`src/rtl/nibble_serial_adder.sv`:
```
// nibble_serial_adder: digit-serial WIDTH-bit adder built around a single
// 4-bit carry-lookahead adder. Operands are consumed one nibble per cycle,
// LSB nibble first, with the nibble carry held in c_reg between cycles.
// Latency is WIDTH/4 cycles from the accepted start to the done pulse.
// WIDTH must be a multiple of 4 and at least 8.
//
// Optional feature macro: NIBBLE_SERIAL_ADD_OVF_EN
//   defined   -> extra output 'ovf' (two's-complement signed overflow)
//   undefined -> no ovf port and no overflow logic

module cla (
    input  logic [3:0] a,
    input  logic [3:0] b,
    input  logic       cin,
    output logic [3:0] sum,
`ifdef NIBBLE_SERIAL_ADD_OVF_EN
    output logic       c3,
`endif
    output logic       cout
);
    logic [3:0] g;
    logic [3:0] p;
    logic [4:0] c;

    // Per-bit generate/propagate and sum bits.
    generate
        for (genvar gi = 0; gi < 4; gi++) begin : g_bit
            assign g[gi]   = a[gi] & b[gi];
            assign p[gi]   = a[gi] ^ b[gi];
            assign sum[gi] = p[gi] ^ c[gi];
        end
    endgenerate

    // Flattened lookahead carries, each a two-level function of g/p/cin.
    assign c[0] = cin;
    assign c[1] = g[0] | (p[0] & cin);
    assign c[2] = g[1] | (p[1] & g[0]) | (p[1] & p[0] & cin);
    assign c[3] = g[2] | (p[2] & g[1]) | (p[2] & p[1] & g[0])
                | (p[2] & p[1] & p[0] & cin);
    assign c[4] = g[3] | (p[3] & g[2]) | (p[3] & p[2] & g[1])
                | (p[3] & p[2] & p[1] & g[0]) | (p[3] & p[2] & p[1] & p[0] & cin);

    assign cout = c[4];
`ifdef NIBBLE_SERIAL_ADD_OVF_EN
    // Carry into bit 3; combined with cout it gives signed overflow.
    assign c3 = c[3];
`endif
endmodule

module nibble_serial_adder #(
    parameter int WIDTH = 16
) (
    input  logic             clk,
    input  logic             rst,
    input  logic             start,
    input  logic [WIDTH-1:0] op_a,
    input  logic [WIDTH-1:0] op_b,
    input  logic             cin,
    output logic             busy,
    output logic             done,
    output logic [WIDTH-1:0] sum,
`ifdef NIBBLE_SERIAL_ADD_OVF_EN
    output logic             ovf,
`endif
    output logic             cout
);
    localparam int N  = WIDTH / 4;
    localparam int CW = $clog2(N);
    localparam logic [CW-1:0] LAST = CW'(N - 1);

    typedef enum logic {
        IDLE = 1'b0,
        RUN  = 1'b1
    } state_t;

    state_t           state_reg;
    logic [CW-1:0]    cnt_reg;
    logic [WIDTH-1:0] a_sh;
    logic [WIDTH-1:0] b_sh;
    logic             c_reg;
    logic [WIDTH-1:0] sum_reg;
    logic             cout_reg;
    logic             busy_reg;
    logic             done_reg;

    logic [3:0]       cla_sum;
    logic             cla_cout;
`ifdef NIBBLE_SERIAL_ADD_OVF_EN
    logic             cla_c3;
    logic             ovf_reg;
`endif

    // The single shared 4-bit adder always works on the current low nibbles.
    cla u_cla (
        .a    (a_sh[3:0]),
        .b    (b_sh[3:0]),
        .cin  (c_reg),
        .sum  (cla_sum),
`ifdef NIBBLE_SERIAL_ADD_OVF_EN
        .c3   (cla_c3),
`endif
        .cout (cla_cout)
    );

    // Control FSM plus the nibble datapath: load on start, shift per RUN cycle.
    always_ff @(posedge clk) begin
        if (rst) begin
            state_reg <= IDLE;
            cnt_reg   <= '0;
            a_sh      <= '0;
            b_sh      <= '0;
            c_reg     <= 1'b0;
            sum_reg   <= '0;
            cout_reg  <= 1'b0;
            busy_reg  <= 1'b0;
            done_reg  <= 1'b0;
`ifdef NIBBLE_SERIAL_ADD_OVF_EN
            ovf_reg   <= 1'b0;
`endif
        end else begin
            done_reg <= 1'b0;
            case (state_reg)
                IDLE: begin
                    if (start) begin
                        a_sh      <= op_a;
                        b_sh      <= op_b;
                        c_reg     <= cin;
                        cnt_reg   <= '0;
                        sum_reg   <= '0;
                        busy_reg  <= 1'b1;
                        state_reg <= RUN;
                    end
                end
                RUN: begin
                    a_sh    <= {4'b0000, a_sh[WIDTH-1:4]};
                    b_sh    <= {4'b0000, b_sh[WIDTH-1:4]};
                    c_reg   <= cla_cout;
                    cnt_reg <= cnt_reg + 1'b1;
                    // New nibble enters at the top; after N shifts nibble 0 sits at the bottom.
                    sum_reg <= {cla_sum, sum_reg[WIDTH-1:4]};
                    if (cnt_reg == LAST) begin
                        cout_reg  <= cla_cout;
                        busy_reg  <= 1'b0;
                        done_reg  <= 1'b1;
                        state_reg <= IDLE;
`ifdef NIBBLE_SERIAL_ADD_OVF_EN
                        ovf_reg   <= cla_c3 ^ cla_cout;
`endif
                    end
                end
                default: state_reg <= IDLE;
            endcase
        end
    end

    assign busy = busy_reg;
    assign done = done_reg;
    assign sum  = sum_reg;
    assign cout = cout_reg;
`ifdef NIBBLE_SERIAL_ADD_OVF_EN
    assign ovf  = ovf_reg;
`endif
endmodule

```
`config.mk`:
```
export PLATFORM = sky130hd
export DESIGN_NAME = nibble_serial_adder
export DESIGN_NICKNAME = d
export VERILOG_FILES = /design/src/rtl/nibble_serial_adder.sv
export SDC_FILE = /design/constraint.sdc
export NUM_CORES = 1
export LEC_CHECK = 0
export BUFFER_PORTS_ARGS = -buffer_cell sky130_fd_sc_hd__buf_2
export CAP_MARGIN = 20
export CORE_ASPECT_RATIO = 0.75
export CORE_MARGIN = 2
export CORE_UTILIZATION = 41
export DETAILED_ROUTE_END_ITERATION = 16
export HOLD_SLACK_MARGIN = 0.12
export RECOVER_POWER = 100
export SLEW_MARGIN = 5
export SYNTH_ARGS = -nofsm -noshare
export SYNTH_HDL_FRONTEND = slang
export SYNTH_HIERARCHICAL = 1
export SYNTH_SLANG_ARGS = --single-unit
```
`constraint.sdc`:
```
create_clock -name clk -period 1.77 [get_ports clk]
set_input_delay 0.0885 -clock clk [delete_from_list [all_inputs] [get_ports clk]]
set_output_delay 0.0885 -clock clk [all_outputs]
set_load 0.005 [all_outputs]
```
======== After elaboration in Yosys (flattened, before gate mapping) ========
Index checks and enable logic that the tools add are counted.
W data, S select, Z words.
storage, ports and cells
  memories ................................ 0
  bits in writable memories ............... 0
  flip-flop bits (word level) ............. 55
  memory bits (read-only) ................. 0
  logic and storage cells ................. 72
  input bits .............................. 36
  latch bits .............................. 0
cells by class
  bitwise operators ....................... 39
  add/sub/neg operators ................... 1
  eq/ne operators ......................... 3
  $lt $le $gt $ge ......................... 0
  $mul .................................... 0
  shift-type cells ........................ 0
  reduce and logical (&&, ||, !) cells .... 3
  multiplexer cells ....................... 17
  div/mod/pow operators ................... 0
operators by type and width
  operator               count
  $pmux W16 S2           3
  $mux W16               3
  $and A1 B1 Y1          20
  $or A1 B1 Y1           10
  $xor A1 B1 Y1          8
  $mux W1                6
  $pmux W1 S2            3
  $pmux W2 S2            1
  $reduce_and A2 Y1      2
  $add A2 B1 Y2 const B  1
  $eq A2 B2 Y1 const B   1
  $mux W2                1
  $ne A2 B1 Y1 const B   1
  $ne A2 B2 Y1 const B   1
  $reduce_or A2 Y1       1
  $not A1 Y1             1

======== Logic depth before layout (Yosys ltp) ========
  depth after elaboration ................. 7
  mapped depth ............................ 6
  depth with buffers taken out ............ 6

======== By module ========
Netlist, hierarchy kept.
modules (own cells, without submodules)
  module               cells an instance  area each (sq um)  times used
  nibble_serial_adder  235                2352.3             1
  cla                  18                 151.4              1

======== Worst setup path before layout ========
No wires, ideal clock.
  kind .................................... register to register
  from .................................... register a_sh[0]
  to ...................................... register c_reg
  setup time .............................. 0.122 ns
  stages on the path, launching flop included .. 7
  slack ................................... 0.366 ns
  data arrival time ....................... 1.282 ns
  cell sequence ........................... dfxtp_1 -> ha_1 -> a211oi_2 -> o21bai_1 -> a21o_1 -> nor2b_1 -> a211oi_1
on the way
  longest elaborated chain between the ends .. 5
  elaborated cells between the ends (all ways) .. 8
RTL lines
  what                                                   RTL line  source
  start: declaration                                     78        logic [WIDTH-1:0] a_sh;
  start signal: assignment                               125       a_sh <= op_a;
  start signal: assignment                               135       a_sh <= {4'b0000, a_sh[WIDTH-1:4]};
  $and A1 B1 Y1 / $xor A1 B1 Y1 (equally long branches)  28, 29
  $and A1 B1 Y1                                          41        | (p[3] & p[2] & p[1] & g[0]) | (p[3] & p[2] & p[1] & p[0] & cin);
  $or A1 B1 Y1 / $and A1 B1 Y1 (equally long branches)   41
  $or A1 B1 Y1 *                                         41
  via cla_cout                                           87        logic cla_cout;
  $pmux W1 S2 *                                          122       case (state_reg)
  end signal: assignment                                 127       c_reg <= cin;
  end signal: assignment                                 137       c_reg <= cla_cout;
  end: declaration                                       80        logic c_reg;
Mark *: on every way through the listed nets, which the timed path passes. The rest lies on a longest branch.
A chain may end at the register's enable or synchronous reset.

======== Final worst setup path ========
Ends and elaborated chain as after synthesis.

==> key figures <==
Layout
  • Multi-input logic area: 0.00125 sq mm
  • Antenna diode count: 0
  • Net count reported at finish: ~360
  • Proportion of layout cells with a drive suffix above 1: 0.218
  • Register Area: roughly 0.0011 sq mm
  • Fill count: around 590
  • Post-Layout Cell Count: 394
  • Total non-filler cell area in the finished layout: 0.00303 sq mm
  • Synth-to-Final Area Change: 21.0%

Global routing
  • Maximum number of pins on one net before global-route repair: 38
  • Combined global-route utilization of all metal layers: 0.170
  • Vias in the first global route: ~1900
  • Global-route wire length before repair: around 9 mm
  • Aggregate global routing overflow: 0
  • Antenna violations before repair: 0

Synthesis
  • Net count after synthesis: 296
  • Post-synth cell types: 28
  • Mean instance size in the synthesized netlist: 9.90 sq um
  • Warnings, synthesis: 6
  • Synth Cell Area: 0.00250 sq mm
  • Proportion of synthesized chip area in sequential cells: 0.440
  • Post-synthesis sequential element count: 55
  • Cells after Synth: 253

Place
  • Count of input and output buffers: between 50 and 60
  • Half-perimeter wire length after detailed placement: 3.56 mm
  • Weighted congestion reported at the end of routability-driven placement: 0.705
  • Cell Area, Placed: 0.00279 sq mm
  • DP Cell Count: around 370

Critical path
  • Crit Reg-Reg Startpoint: a_sh[0]
  • Ordered list of cells on the worst path: ha_1, a211oi_2, o21bai_1, a21o_1, nor2b_1, a211oi_1
  • Element type at the critical path end: flop
  • Critical Setup Path Class: flop to flop
  • Register-to-register path setup slack: 0.23 ns
  • Data required time at the worst endpoint: 1.95 ns
  • Kind of start point of the critical path: flop
  • Endpoint of the worst register-to-register path: c_reg
  • Largest delay share family, worst path: compound AO/OA/AOI/OAI gates
  • Worst reg2reg path depth: 6
  • Largest fanout on the critical path: 3
  • Crit path arrival time: roughly 1.7 ns
  • Count of buffering cells on the critical path with inverters included: 0
  • CP peak stage delay: ~0.34 ns
  • Cell with the largest stage delay on the worst path: sky130_fd_sc_hd__dfxtp_1

CTS
  • Clock-pin slew reported for the worst setup and hold paths after clock tree synthesis: 0.10 ns
  • Largest buffer count on any clock path: 2
  • TritonCTS clock tree: built
  • Root buf cell: sky130_fd_sc_hd__clkbuf_8
  • Number of H-tree levels: 2
  • Number of clock sinks: 55
  • Worst-skew pair later-pin latency: 0.31 ns
  • Number of CTS-inserted buffers: 5
  • Quantity of gates resized following cts: 0

Floorplanning
  • Cell Rows: 24
  • Total die area: 0.00675 sq mm
  • Starting Density: 0.428
  • Vertical extent of the die: 71.7 microns
  • Number of top-level pins: 55
  • Die X: 94.2 microns
  • Total core area: 0.00586 sq mm

Min path
  • Depth of the worst hold-timing path: 3
  • Class of the tightest hold or removal check: input port to flop
  • Endpoint with the worst hold slack: a_sh[2]
  • Launch point of the worst hold path: op_a[2]

Timing
  • Max-slew headroom at the worst pin: 0.642
  • Timing-limited maximum frequency: 650 MHz
  • Setup Viol. Count Final: 0
  • Number of failing hold endpoints at the final stage: 0
  • Portion of the clock cycle consumed by the worst path in the final layout: 0.869
  • Slew at the pin with the worst max-slew slack: 0.537 ns
  • Clock period minus worst slack: 1.54 ns
  • Unrepaired setup endpoints after global routing: false
  • Sum of negative setup slack: 0 ns
  • Setup Skew: 0.0114 ns
  • Max-slew violation count: 0

Pwr
  • Worst ir drop on vdd: 0.317 mV
  • Total chip power: 2.46 mW
  • Power density of the placed cells: 813 mW/mm^2
  • Leak pwr: about 1.3 nW

Drt
  • Total wire length after detailed routing: 5.41 mm
  • Total number of vias: 1940
  • Average routed wire per standard cell: between 10 and 15 microns
  • Residual antenna-violating net count after detailed routing: 0
  • Iter 0 DRT Violations: 73
  • Post-detailed-route DRC marker count: 0
  • Vias per cell: between 4 and 5
  • First-pass DRT Iterations: 4

Run status
  • Result of the run: finished, final reports clean

Flow run
  • Max-cap violations: 0
[final cells by class]
cell class / count / area share
Multi-Input combinational cell: 172 / 0.413
Sequential cell: 55 / 0.363
Timing Repair Buffer: 76 / 0.154
Tap cell: 78 / 0.0322
Clock buffer: 7 / 0.0285
Inverter: 5 / 0.00620
Clock inverter: 1 / 0.00289
[worst max-delay path by stage]
stage	start	end	slack (ns)	depth (start not counted)
3_3_place_gp	a_sh[0]	c_reg	0.28	6
3_5_place_dp	a_sh[0]	c_reg	0.25	6
4_1_cts	a_sh[0]	c_reg	0.24	6
5_1_grt	a_sh[0]	c_reg	0.13	6
2_1_floorplan	a_sh[0]	c_reg	0.37	6
6_report	a_sh[0]	c_reg	0.23	6
[through the flow]
step                hold slack, ns   util  setup slack (ns)
finish                       0.118  0.517             0.231
global route                 0.123  0.517             0.129
CTS                          0.120  0.519             0.240
detailed placement           0.329  0.477             0.252
global placement             0.322  0.477             0.278
floorplan                    0.236      -             0.366
[placed cells by master (no fill, tap or decap), types with 2 or more instances in the layout]
cell / netlist / final
sky130_fd_sc_hd__dfxtp_1: 55 / 55
sky130_fd_sc_hd__ha_1: 6 / 6
sky130_fd_sc_hd__inv_1: 4 / 4
sky130_fd_sc_hd__dlygate4sd3_1: 0 / 15
sky130_fd_sc_hd__nor2_1: 12 / 12
sky130_fd_sc_hd__nor2b_1: 25 / 25
sky130_fd_sc_hd__or3b_1: 18 / 18
sky130_fd_sc_hd__buf_2: 3 / 51
sky130_fd_sc_hd__clkbuf_8: 0 / 6
sky130_fd_sc_hd__mux2i_1: 33 / 33
sky130_fd_sc_hd__a21oi_1: 20 / 20
sky130_fd_sc_hd__xor2_1: 2 / 2
sky130_fd_sc_hd__nand2b_1: 2 / 2
sky130_fd_sc_hd__clkbuf_1: 8 / 4
sky130_fd_sc_hd__a211oi_1: 26 / 26
sky130_fd_sc_hd__a21bo_2: 2 / 2
sky130_fd_sc_hd__nand2_1: 18 / 18
sky130_fd_sc_hd__buf_4: 1 / 6
[cell usage after synthesis]
library cell,n,area share
sky130_fd_sc_hd__fa_1,1,0.0080
sky130_fd_sc_hd__nor2b_1,25,0.062
sky130_fd_sc_hd__dfxtp_1,55,0.44
sky130_fd_sc_hd__mux2i_1,33,0.13
sky130_fd_sc_hd__o21ai_0,1,0.0020
sky130_fd_sc_hd__nand2b_1,2,0.0050
sky130_fd_sc_hd__ha_1,6,0.030
sky130_fd_sc_hd__a21bo_2,2,0.0080
sky130_fd_sc_hd__o21bai_1,1,0.0030
sky130_fd_sc_hd__inv_2,1,0.0015
sky130_fd_sc_hd__nor2_1,12,0.018
sky130_fd_sc_hd__a21oi_1,20,0.040
sky130_fd_sc_hd__buf_6,6,0.027
sky130_fd_sc_hd__buf_2,3,0.0060
sky130_fd_sc_hd__or2_2,1,0.0025
sky130_fd_sc_hd__a211oi_1,26,0.078
sky130_fd_sc_hd__xnor2_1,1,0.0035
sky130_fd_sc_hd__a211oi_2,1,0.0050
sky130_fd_sc_hd__a21o_1,1,0.0030
sky130_fd_sc_hd__buf_1,1,0.0015
sky130_fd_sc_hd__inv_1,4,0.0060
sky130_fd_sc_hd__nand3_1,1,0.0020
sky130_fd_sc_hd__or3b_1,18,0.063
sky130_fd_sc_hd__clkbuf_1,8,0.012
sky130_fd_sc_hd__clkbuf_2,2,0.0040
sky130_fd_sc_hd__buf_4,1,0.0030
sky130_fd_sc_hd__nand2_1,18,0.027
sky130_fd_sc_hd__xor2_1,2,0.0070
[routing by layer]
metal,global-route usage,share of wire,wire [microns]
met1,0.250,0.53,2880
met2,0.247,0.42,2270
met3,0.0368,0.038,204
met4,0.0564,0.011,61
met5,0,0,0
[timing repair]
action,4_1_cts,5_1_grt
hold buffers,15,0
buffers inserted,0,0
endpoints found under the hold margin,15,0
[worst register-to-register path, delay by kind of cell, from the launching register on]
family                   cells  cell delay, ns
AO/OA/AOI/OAI                4            0.67
flip-flops                   1            0.34
adder cells (fa/ha/maj)      1            0.30
AND/OR/NAND/NOR              1            0.10
[cells by family after synthesis]
group | synth area share
buffers and inverters | 0.0610
muxes | 0.132
DFF | 0.440
and+or+nand+nor | 0.180
adders and majority gates | 0.0380
xor gates and xnor gates | 0.0105
AOI/OAI and AO/OA | 0.139
[power breakdown]
part / total, mW / switching, mW / internal, mW
Combinational: 0.381 / 0.193 / 0.188
Clock: 0.726 / 0.404 / 0.322
Sequential: 1.35 / 0.0436 / 1.31
Note: power is estimated with default switching activity, not from simulation.
